**src/rtl/reg_read_arbiter_pkg.sv**
```systemverilog
// Shared constants and operand type for the register-file read-port arbiter.
// Also holds the x0 sanitisation helper used before the response register.
package reg_read_arbiter_pkg;

    localparam int ROB_WIDTH_BIT = 4;
    localparam int REG_ID_BIT    = 5;
    localparam logic [REG_ID_BIT-1:0] ZERO_REG_ID = '0;

    typedef struct packed {
        logic [31:0]              val;
        logic                     has_dep;
        logic [ROB_WIDTH_BIT-1:0] dep;
    } operand_t;

    // x0 always reads as a ready zero, whatever the regfile bypass reports.
    function automatic operand_t sanitise(input logic [REG_ID_BIT-1:0] id,
                                          input operand_t op);
        return (id == ZERO_REG_ID) ? operand_t'('0) : op;
    endfunction

endpackage

```
**src/rtl/reg_read_arbiter_rr.sv**
```systemverilog
// Round-robin arbiter: scans req starting at ptr, wrapping, first set bit wins.
// Produces a one-hot grant and the winner index; all zero when disabled.
module rr_arbiter #(
    parameter int NUM_REQ = 3,
    parameter int REQ_BIT = 2
) (
    input  logic [NUM_REQ-1:0] req,
    input  logic               enable,
    input  logic [REQ_BIT-1:0] ptr,
    output logic [NUM_REQ-1:0] grant,
    output logic [REQ_BIT-1:0] winner
);

    logic [REQ_BIT-1:0] idx;

    // Walk from the farthest candidate back to ptr so the nearest one wins.
    always_comb begin
        grant  = '0;
        winner = '0;
        idx    = '0;
        if (enable) begin
            for (int k = NUM_REQ - 1; k >= 0; k--) begin
                idx = REQ_BIT'((int'(ptr) + k) % NUM_REQ);
                if (req[idx]) begin
                    grant      = '0;
                    grant[idx] = 1'b1;
                    winner     = idx;
                end
            end
        end
    end

endmodule

```
**src/rtl/reg_read_arbiter.sv**
```systemverilog
// Shares the two regfile read ports among NUM_REQ requesters, one grant per cycle,
// and returns the captured operands to the granted requester one cycle later.
module reg_read_arbiter
    import reg_read_arbiter_pkg::*;
#(
    parameter int NUM_REQ = 3,
    parameter int REQ_BIT = 2
) (
    input  logic                          clk_in,
    input  logic                          rst_in,
    input  logic                          rdy_in,
    input  logic                          rob_clear,
    input  logic [NUM_REQ-1:0]            req_valid,
    input  logic [REG_ID_BIT*NUM_REQ-1:0] req_rs1,
    input  logic [REG_ID_BIT*NUM_REQ-1:0] req_rs2,
    output logic [NUM_REQ-1:0]            req_ready,
    output logic [REG_ID_BIT-1:0]         get_id1,
    output logic [REG_ID_BIT-1:0]         get_id2,
    input  logic [31:0]                   get_val1,
    input  logic [31:0]                   get_val2,
    input  logic                          get_has_dep1,
    input  logic                          get_has_dep2,
    input  logic [ROB_WIDTH_BIT-1:0]      get_dep1,
    input  logic [ROB_WIDTH_BIT-1:0]      get_dep2,
    output logic [NUM_REQ-1:0]            resp_valid,
    output logic [31:0]                   resp_val1,
    output logic [31:0]                   resp_val2,
    output logic                          resp_has_dep1,
    output logic                          resp_has_dep2,
    output logic [ROB_WIDTH_BIT-1:0]      resp_dep1,
    output logic [ROB_WIDTH_BIT-1:0]      resp_dep2
);

    logic [REQ_BIT-1:0] rr_ptr;
    logic [REQ_BIT-1:0] winner;
    logic [REQ_BIT-1:0] next_ptr;
    logic [NUM_REQ-1:0] grant;
    logic [NUM_REQ-1:0] resp_owner_q;
    operand_t           op1_d, op2_d;
    operand_t           resp1_q, resp2_q;

    rr_arbiter #(
        .NUM_REQ (NUM_REQ),
        .REQ_BIT (REQ_BIT)
    ) u_rr_arbiter (
        .req    (req_valid),
        .enable (rdy_in & ~rob_clear),
        .ptr    (rr_ptr),
        .grant  (grant),
        .winner (winner)
    );

    assign req_ready = grant;

    // AND-OR mux on the one-hot grant; no winner leaves the ids at x0.
    always_comb begin
        get_id1 = '0;
        get_id2 = '0;
        for (int i = 0; i < NUM_REQ; i++) begin
            if (grant[i]) begin
                get_id1 = get_id1 | req_rs1[i*REG_ID_BIT +: REG_ID_BIT];
                get_id2 = get_id2 | req_rs2[i*REG_ID_BIT +: REG_ID_BIT];
            end
        end
    end

    assign op1_d    = sanitise(get_id1, '{val: get_val1, has_dep: get_has_dep1, dep: get_dep1});
    assign op2_d    = sanitise(get_id2, '{val: get_val2, has_dep: get_has_dep2, dep: get_dep2});
    assign next_ptr = (winner == REQ_BIT'(NUM_REQ - 1)) ? '0 : winner + 1'b1;

    always_ff @(posedge clk_in or posedge rst_in) begin
        if (rst_in) begin
            rr_ptr       <= '0;
            resp_owner_q <= '0;
            resp1_q      <= '0;
            resp2_q      <= '0;
        end else if (rdy_in) begin
            if (|grant) begin
                resp_owner_q <= grant;
                resp1_q      <= op1_d;
                resp2_q      <= op2_d;
                rr_ptr       <= next_ptr;
            end else begin
                resp_owner_q <= '0;
            end
        end
    end

    // A flush in the response cycle kills the strobe but not the held data.
    assign resp_valid    = resp_owner_q & {NUM_REQ{~rob_clear}};
    assign resp_val1     = resp1_q.val;
    assign resp_val2     = resp2_q.val;
    assign resp_has_dep1 = resp1_q.has_dep;
    assign resp_has_dep2 = resp2_q.has_dep;
    assign resp_dep1     = resp1_q.dep;
    assign resp_dep2     = resp2_q.dep;

endmodule

```
**config.mk**
```make
export PLATFORM = sky130hd
export DESIGN_NAME = reg_read_arbiter
export DESIGN_NICKNAME = d
export VERILOG_FILES = /design/src/rtl/reg_read_arbiter_pkg.sv /design/src/rtl/reg_read_arbiter_rr.sv /design/src/rtl/reg_read_arbiter.sv
export SDC_FILE = /design/constraint.sdc
export NUM_CORES = 1
export LEC_CHECK = 0
export ABC_AREA = 1
export BUFFER_PORTS_ARGS = -buffer_cell sky130_fd_sc_hd__buf_2
export CORE_MARGIN = 5
export CORE_UTILIZATION = 45
export CTS_CLUSTER_SIZE = 14
export DETAILED_ROUTE_END_ITERATION = 8
export GPL_ROUTABILITY_DRIVEN = 0
export PLACE_DENSITY = 0.88
export REMOVE_ABC_BUFFERS = 1
export SETUP_SLACK_MARGIN = 0.15
export SLEW_MARGIN = 20
export SYNTH_ARGS = -nofsm -noshare
export SYNTH_HDL_FRONTEND = slang
export SYNTH_SLANG_ARGS = --single-unit
```
**constraint.sdc**
```tcl
create_clock -name clk_in -period 3 [get_ports clk_in]
set_input_delay 0.15 -clock clk_in [delete_from_list [all_inputs] [get_ports clk_in]]
set_output_delay 0.15 -clock clk_in [all_outputs]
set_load 0.1 [all_outputs]
```
## Word level (Yosys, flattened, before mapping)

Cells that the tools add are included.
Widths: inputs -> output; s select.

- Word-level logic and storage cells: 65
- Output and inout port bits: 90
- Register bits: 79

- Divide/modulo/power cells: 3
- Reductions and logical operators: 7
- Order comparisons: 6
- Equal/unequal tests: 1
- Bitwise gates (word level): 7
- Add/subtract/negate cells: 3
- Mux-type cells: 30

Operator list:

| cell | count |
|---|---|
| $mux 37 | 2 |
| $mod 32x3->32 const B | 2 |
| $mod 3x3->32 const B | 1 |
| $mux 5 | 6 |
| $or 5x5->5 | 4 |
| $mux 3 | 5 |
| $logic_not 5->1 | 2 |
| $mux 2 | 5 |
| $lt 2x3->1 const B | 3 |
| $bmux 1 s2 | 3 |
| $demux 1 s2 | 3 |
| $ge 2x1->1 const B | 3 |
| $mux 1 | 6 |
| $add 2x1->3 const B | 1 |
| $add 2x2->3 const B | 1 |
| $and 3x3->3 | 1 |
| $logic_and 1x1->1 | 3 |
| $reduce_or 3->1 | 1 |
| $add 2x1->2 const B | 1 |
| $eq 2x2->1 const B | 1 |
| $reduce_and 2->1 | 1 |
| $and 1x1->1 | 1 |
| $not 1->1 | 1 |

## Longest topological paths before layout

- Depth after elaboration: 17
- Mapped depth: 17
- Gate-level depth less buffers: 16

## Cells and area by module

Synthesis repeated with hierarchy kept, for this count alone.

- Cells, all modules: 596
- Area total of the unflattened synthesis: 4165.2 um2

By module, submodules not included:

| module | area each (um2) | instances | cells each |
|---|---|---|---|
| reg_read_arbiter | 3925.0 | 1 | 547 |
| rr_arbiter | 240.2 | 1 | 49 |

## Worst setup path before layout

Ideal clock, no wire load.

- Kind: flip-flop to flip-flop
- From: register rr_ptr[0]
- To: register resp2_q, in the netlist resp_dep2[0]
- Required time: 2880 ps
- Path buffers: 1
- Stages on the path, launching flop included: 18
- Path slack: -377 ps
- Arrival: 3258 ps
- Library setup time: 120 ps
- Cells stage by stage: dfrtp_1 > inv_1 > ha_1 > inv_2 > nand2_1 > nand2_1 > inv_1 > nand3_1 > nand3_2 > nand2_2 > inv_2 > nand2_1 > nand3_1 > nor2_2 > nand3_4 > buf_6 > nand2_2 > nand2_1

- Cells in the longest elaborated chain, start to end: 17
- Elaborated cells between the ends (all ways): 39
- Those cells by class: add/sub (2); div (3); order compare (6); mux (20); bitwise (2); reduce/logical (6)

Ends and longest elaborated chain:

| element | line | RTL |
|---|---|---|
| start: declaration | reg_read_arbiter.sv:34 | `logic [REQ_BIT-1:0] rr_ptr;` |
| start signal: assignment | reg_read_arbiter.sv:82 | `rr_ptr <= next_ptr;` |
| $add 2x2->3 | reg_read_arbiter_rr.sv:23 | `idx = REQ_BIT'((int'(ptr) + k) % NUM_REQ);` |
| $mod 32x3->32 | reg_read_arbiter_rr.sv:23 |  |
| $lt 2x3->1 (implied by the code) / $ge 2x1->1 (equally long branches) | reg_read_arbiter_rr.sv:26 | `grant[idx] = 1'b1;` |
| $logic_and 1x1->1 (implied by the code) | reg_read_arbiter_rr.sv:26 |  |
| $mux 1 (implied by the code) | reg_read_arbiter_rr.sv:26 |  |
| $demux 1 s2 | -- |  |
| $mux 3 (2 in a row) | reg_read_arbiter_rr.sv:24 | `if (req[idx]) begin` |
| $mux 3 * | reg_read_arbiter_rr.sv:24 |  |
| [1 not listed] | -- |  |
| net req_ready[0] | reg_read_arbiter.sv:16 | `output logic [NUM_REQ-1:0] req_ready,` |
| $mux 5 * | reg_read_arbiter.sv:60 | `if (grant[i]) begin` |
| $or 5x5->5 | reg_read_arbiter.sv:62 | `get_id2 = get_id2 \| req_rs2[i*REG_ID_BIT +: REG_ID_BIT];` |
| $mux 5 * | reg_read_arbiter.sv:60 |  |
| $or 5x5->5 | reg_read_arbiter.sv:62 |  |
| $mux 5 * | reg_read_arbiter.sv:60 |  |
| net get_id2[0] | reg_read_arbiter.sv:18 | `output logic [REG_ID_BIT-1:0] get_id2,` |
| $logic_not 5->1 * | reg_read_arbiter_pkg.sv:18 | `return (id == ZERO_REG_ID) ? operand_t'('0) : op;` |
| $mux 37 * | reg_read_arbiter_pkg.sv:18 |  |
| end signal: assignment | reg_read_arbiter.sv:81 | `resp2_q <= op2_d;` |
| end: declaration | reg_read_arbiter.sv:40 | `operand_t resp1_q, resp2_q;` |

The timed path passes the listed nets; every way through them passes the cells marked *. The select of a mux whose other input is x is not followed.
A chain may end at the register's enable or synchronous reset.

## Worst setup path in the final report

- From: register rr_ptr[0]
- To: output get_id1[1]

- Cells in the longest elaborated chain, start to end: 15
- Elaborated cells between the ends (all ways): 35
- Those cells by class: add/sub (2); div (3); order compare (6); mux (19); bitwise (2); reduce/logical (3)

Ends and longest elaborated chain:

| element | line | RTL |
|---|---|---|
| $add 2x2->3 | reg_read_arbiter_rr.sv:23 |  |
| $mod 32x3->32 | reg_read_arbiter_rr.sv:23 |  |
| $lt 2x3->1 (implied by the code) / $ge 2x1->1 (equally long branches) | reg_read_arbiter_rr.sv:26 |  |
| $logic_and 1x1->1 (implied by the code) | reg_read_arbiter_rr.sv:26 |  |
| $mux 1 (implied by the code) | reg_read_arbiter_rr.sv:26 |  |
| $demux 1 s2 | -- |  |
| $mux 3 (2 in a row) | reg_read_arbiter_rr.sv:24 |  |
| $mux 3 * | reg_read_arbiter_rr.sv:24 |  |
| $mux 3 * | reg_read_arbiter_rr.sv:21 | `if (enable) begin` |
| $mux 5 | reg_read_arbiter.sv:60 |  |
| $or 5x5->5 | reg_read_arbiter.sv:61 | `get_id1 = get_id1 \| req_rs1[i*REG_ID_BIT +: REG_ID_BIT];` |
| $mux 5 | reg_read_arbiter.sv:60 |  |
| $or 5x5->5 | reg_read_arbiter.sv:61 |  |
| $mux 5 * | reg_read_arbiter.sv:60 |  |
| end: declaration | reg_read_arbiter.sv:17 | `output logic [REG_ID_BIT-1:0] get_id1,` |

Mark *: on every way between the ends. The rest lies on a longest branch, timed or not. The select of a mux whose other input is x is not followed.

==> metrics.txt <==
# TYPE chip_impl_metric gauge
chip_impl_info{name="run_status",value="finished, final reports clean"} 1
chip_impl_metric{name="setup_viol",unit=""} 0
chip_impl_metric{name="cts_buffer_depth",unit=""} 2
chip_impl_metric{name="path_clk_slew",unit="ns"} 0.09
chip_impl_metric{name="slew_headroom",unit="%"} 57.0
chip_impl_info{name="cts.root.buffer_cell",value="sky130_fd_sc_hd__clkbuf_8"} 1
chip_impl_info{name="timing.critical_path.to_type",value="output port"} 1
chip_impl_metric{name="wirelength",unit="mm"} 12.3
chip_impl_metric{name="avgSynthCellArea",unit="sq um"} 8.04
chip_impl_metric{name="core",unit="sq um"} 7810
chip_impl_metric{name="synthDistinctLibCells",unit=""} 21
chip_impl_metric{name="dr_total_vias",unit=""} 4023
chip_impl_metric{name="drc_errors",unit=""} 0
chip_impl_metric{name="initial_utilization",unit="%"} 46.7
chip_impl_metric{name="cts.sink_count",unit=""} 79
chip_impl_metric{name="chipWidth",unit="um"} 100
chip_impl_metric{name="fillerInstances",unit=""} 604
chip_impl_metric{name="ff_to_ff_setup_slack",unit="ns"} 0.34
chip_impl_metric{name="post-synth-top-area-fraction",unit="%"} 54.2
chip_impl_info{name="yosys-top-cells-area",value="sky130_fd_sc_hd__dfrtp_1 (54%), sky130_fd_sc_hd__nand2_1 (26%), sky130_fd_sc_hd__nand3_1 (4.3%), sky130_fd_sc_hd__nand2_2 (2.2%), sky130_fd_sc_hd__inv_1 (2.1%)"} 1
chip_impl_metric{name="maximum_achievable_frequency",unit="MHz"} 370
chip_impl_metric{name="placementRows",unit=""} 32
chip_impl_metric{name="die_y",unit="um"} 100
chip_impl_metric{name="critical_path_required",unit="ns"} 2.85
chip_impl_metric{name="worstPathMaxFanout",unit=""} 9
chip_impl_metric{name="insertion_delay",unit="ns"} 0.34
chip_impl_metric{name="met2_length",unit="mm"} 6.25
chip_impl_metric{name="mappedNetlistArea",unit="sq um"} 3650
chip_impl_info{name="cts_tree",value="yes"} 1
chip_impl_metric{name="finalSetupTns",unit="ns"} 0
chip_impl_metric{name="cts_inserted_buffers",unit=""} 9
chip_impl_metric{name="ioPinCount",unit=""} 201
chip_impl_metric{name="first_pass_grt_wire_length",unit="mm"} 18.7
chip_impl_metric{name="first_global_vias",unit=""} 3971
chip_impl_metric{name="final_cell_count_no_fill",unit=""} 813
chip_impl_metric{name="finalNetCount",unit=""} 821
chip_impl_metric{name="fin_crit",unit="ns"} 2.71
chip_impl_info{name="min_path_type",value="input pin to flop"} 1
chip_impl_info{name="routed.top_layer",value="met4"} 1
chip_impl_metric{name="drt_pass1_iterations",unit=""} 5
chip_impl_metric{name="final_layout_size_suffix_gt1_share",unit="%"} 36.6
chip_impl_metric{name="met1_length",unit="mm"} 4.53
chip_impl_info{name="synth_largest_area_cell",value="sky130_fd_sc_hd__dfrtp_1"} 1
chip_impl_metric{name="tightestPinTransition",unit="ns"} 0.644
chip_impl_info{name="rsz_0062_raised_after_global_routing",value="true"} 1
chip_impl_metric{name="groute.usage.overall",unit="%"} 23.3
chip_impl_info{name="start_kind",value="flop"} 1
chip_impl_metric{name="initial_antenna_violation_count",unit=""} 0
chip_impl_metric{name="flow.area_growth_from_synthesis",unit="%"} 50.2
chip_impl_metric{name="numPortBuffers",unit=""} 200
chip_impl_metric{name="worstPathArrival",unit="ns"} 2.56
chip_impl_metric{name="final_hold_viol_count",unit=""} 0
chip_impl_metric{name="grt_start_max_net_pins",unit=""} 77
chip_impl_metric{name="placement.cell_area",unit="sq um"} 4690
chip_impl_metric{name="route.antenna.remaining_nets",unit=""} 0
chip_impl_metric{name="ys_seq_area_share",unit="%"} 54.2
chip_impl_metric{name="post_drt_via_cell_ratio",unit=""} 4.95
chip_impl_metric{name="post-place-cells",unit=""} 744
chip_impl_metric{name="max_cap_violations",unit=""} 0
chip_impl_metric{name="yosys_warnings",unit=""} 0
chip_impl_metric{name="n_antenna_cell",unit=""} 0
chip_impl_metric{name="final.hold.worst_slack",unit="ns"} 0.0106
chip_impl_metric{name="routed-wl-met3",unit="mm"} 1.08
chip_impl_metric{name="postSynthRegisterBits",unit=""} 79
chip_impl_metric{name="final_max_slew_viol_count",unit=""} 0
chip_impl_metric{name="syn-instance-count",unit=""} 454
chip_impl_metric{name="final.setup_skew",unit="ns"} 0.0130
chip_impl_metric{name="htree_levels",unit=""} 3
chip_impl_metric{name="routed_wire_length_per_instance",unit="um"} 15.2
chip_impl_metric{name="dpl.hpwl",unit="mm"} 7.95
chip_impl_metric{name="design.die.area",unit="sq um"} 10000
chip_impl_metric{name="layout.cell_area.non_filler",unit="sq um"} 5480
chip_impl_info{name="setup.worst_path.class",value="flop to output port"} 1
chip_impl_metric{name="detail_route.iter0.violations",unit=""} 165
chip_impl_metric{name="layout_worst_path_cycle_share",unit="%"} 90.2
chip_impl_metric{name="overflow",unit=""} 0
## kinds of logic (layout without fill, tap and decap cells)
group | count (synthesis) | in the layout | synth area share (%)
buffers and inverters | 42 | 296 | 6.07
flip-flops | 79 | 79 | 54.2
adder cells (fa/ha/maj) | 4 | 4 | 1.37
AND/OR/NAND/NOR | 317 | 320 | 36.7
AO/OA/AOI/OAI | 12 | 12 | 1.71
## worst max-delay path: stages, from the launching register on
cell and delay, ns:
sky130_fd_sc_hd__dfrtp_1 0.40, sky130_fd_sc_hd__inv_1 0.10, sky130_fd_sc_hd__ha_2 0.32, sky130_fd_sc_hd__inv_2 0.10, sky130_fd_sc_hd__nand2_1 0.07, sky130_fd_sc_hd__o21ai_1 0.12, sky130_fd_sc_hd__nand2_1 0.06, sky130_fd_sc_hd__nand2_1 0.09
sky130_fd_sc_hd__nand2_1 0.13, sky130_fd_sc_hd__inv_2 0.17, sky130_fd_sc_hd__nand2_1 0.08, sky130_fd_sc_hd__nand3_1 0.12, sky130_fd_sc_hd__buf_2 0.44
## cell type report
type	count	area [sq um]	share of cell area (%)
clock buffer	11	141	2.58
clock inverter	5	57.6	1.05
inverter	27	103	1.87
multi-input combinational	336	1530	27.8
sequential	79	1980	36.1
tap	102	128	2.33
timing repair buffer	253	1550	28.3
## cells in the mapped netlist (all sizes together)
master and count:
ha 4, nor3 1, nand2 268, o21ai 10, nand3 36, dfrtp 79
nor2 12, buf 13, clkbuf 2, a21oi 1, o211ai 1, inv 27
## placed cells by master (no fill, tap or decap), drive strengths merged, types with 4 or more instances in the layout
master | Yosys | layout
inv | 27 | 26
o21ai | 10 | 10
dfrtp | 79 | 79
buf | 13 | 205
clkinv | 0 | 5
clkbuf | 2 | 13
dlygate4sd3 | 0 | 46
ha | 4 | 4
nor2 | 12 | 12
nand3 | 36 | 39
nand2 | 268 | 268
## routing by layer
layer	up-vias	global-route usage, %
li1	1898	-
met1	1864	25.8
met2	218	41.7
met3	43	5.77
met4	0	10.9
met5	-	0
## metrics by stage
step	setup WS, ns	utilization [%]
global route	0.0895	70.2
floorplan	-0.467	-
CTS	0.194	68.4
finish	0.294	70.2
global placement	0.395	60.1
detailed placement	0.246	60.1
## flip-flops by register name (all words and copies together), names as in the netlist
| register | count |
|---|---|
| resp_val1 | 32 |
| resp_val2 | 32 |
| resp_dep1 | 4 |
| resp_dep2 | 4 |
| resp_owner_q | 3 |
| rr_ptr | 2 |
| resp_has_dep1 | 1 |
| resp_has_dep2 | 1 |
## final timing paths
| kind | from | endpoint | cells past startpoint |
|---|---|---|---|
| max reg2reg | rr_ptr[0]$_DFFE_PP0P_ | resp_val2[7]$_DFFE_PP0P_ | 15 |
| min in group asynchronous | rst_in | resp_val2[4]$_DFFE_PP0P_ | 3 |
| min | get_val2[0] | resp_val2[0]$_DFFE_PP0P_ | 3 |
| min reg2reg | resp_val1[16]$_DFFE_PP0P_ | resp_val1[16]$_DFFE_PP0P_ | 2 |
| max | rr_ptr[0]$_DFFE_PP0P_ | get_id1[1] | 12 |
| max in group asynchronous | rst_in | resp_val1[13]$_DFFE_PP0P_ | 4 |
## repair_timing
action / CTS / global route
setup endpoints to repair: 0 / 84
buffers inserted: 0 / 4
gates resized for setup: 0 / 21
hold buffers: 45 / 1
hold endpoints to repair: 81 / 1
Power is not shown: default switching activity piles up to over one toggle a cycle in this logic, so the estimate is an artifact.
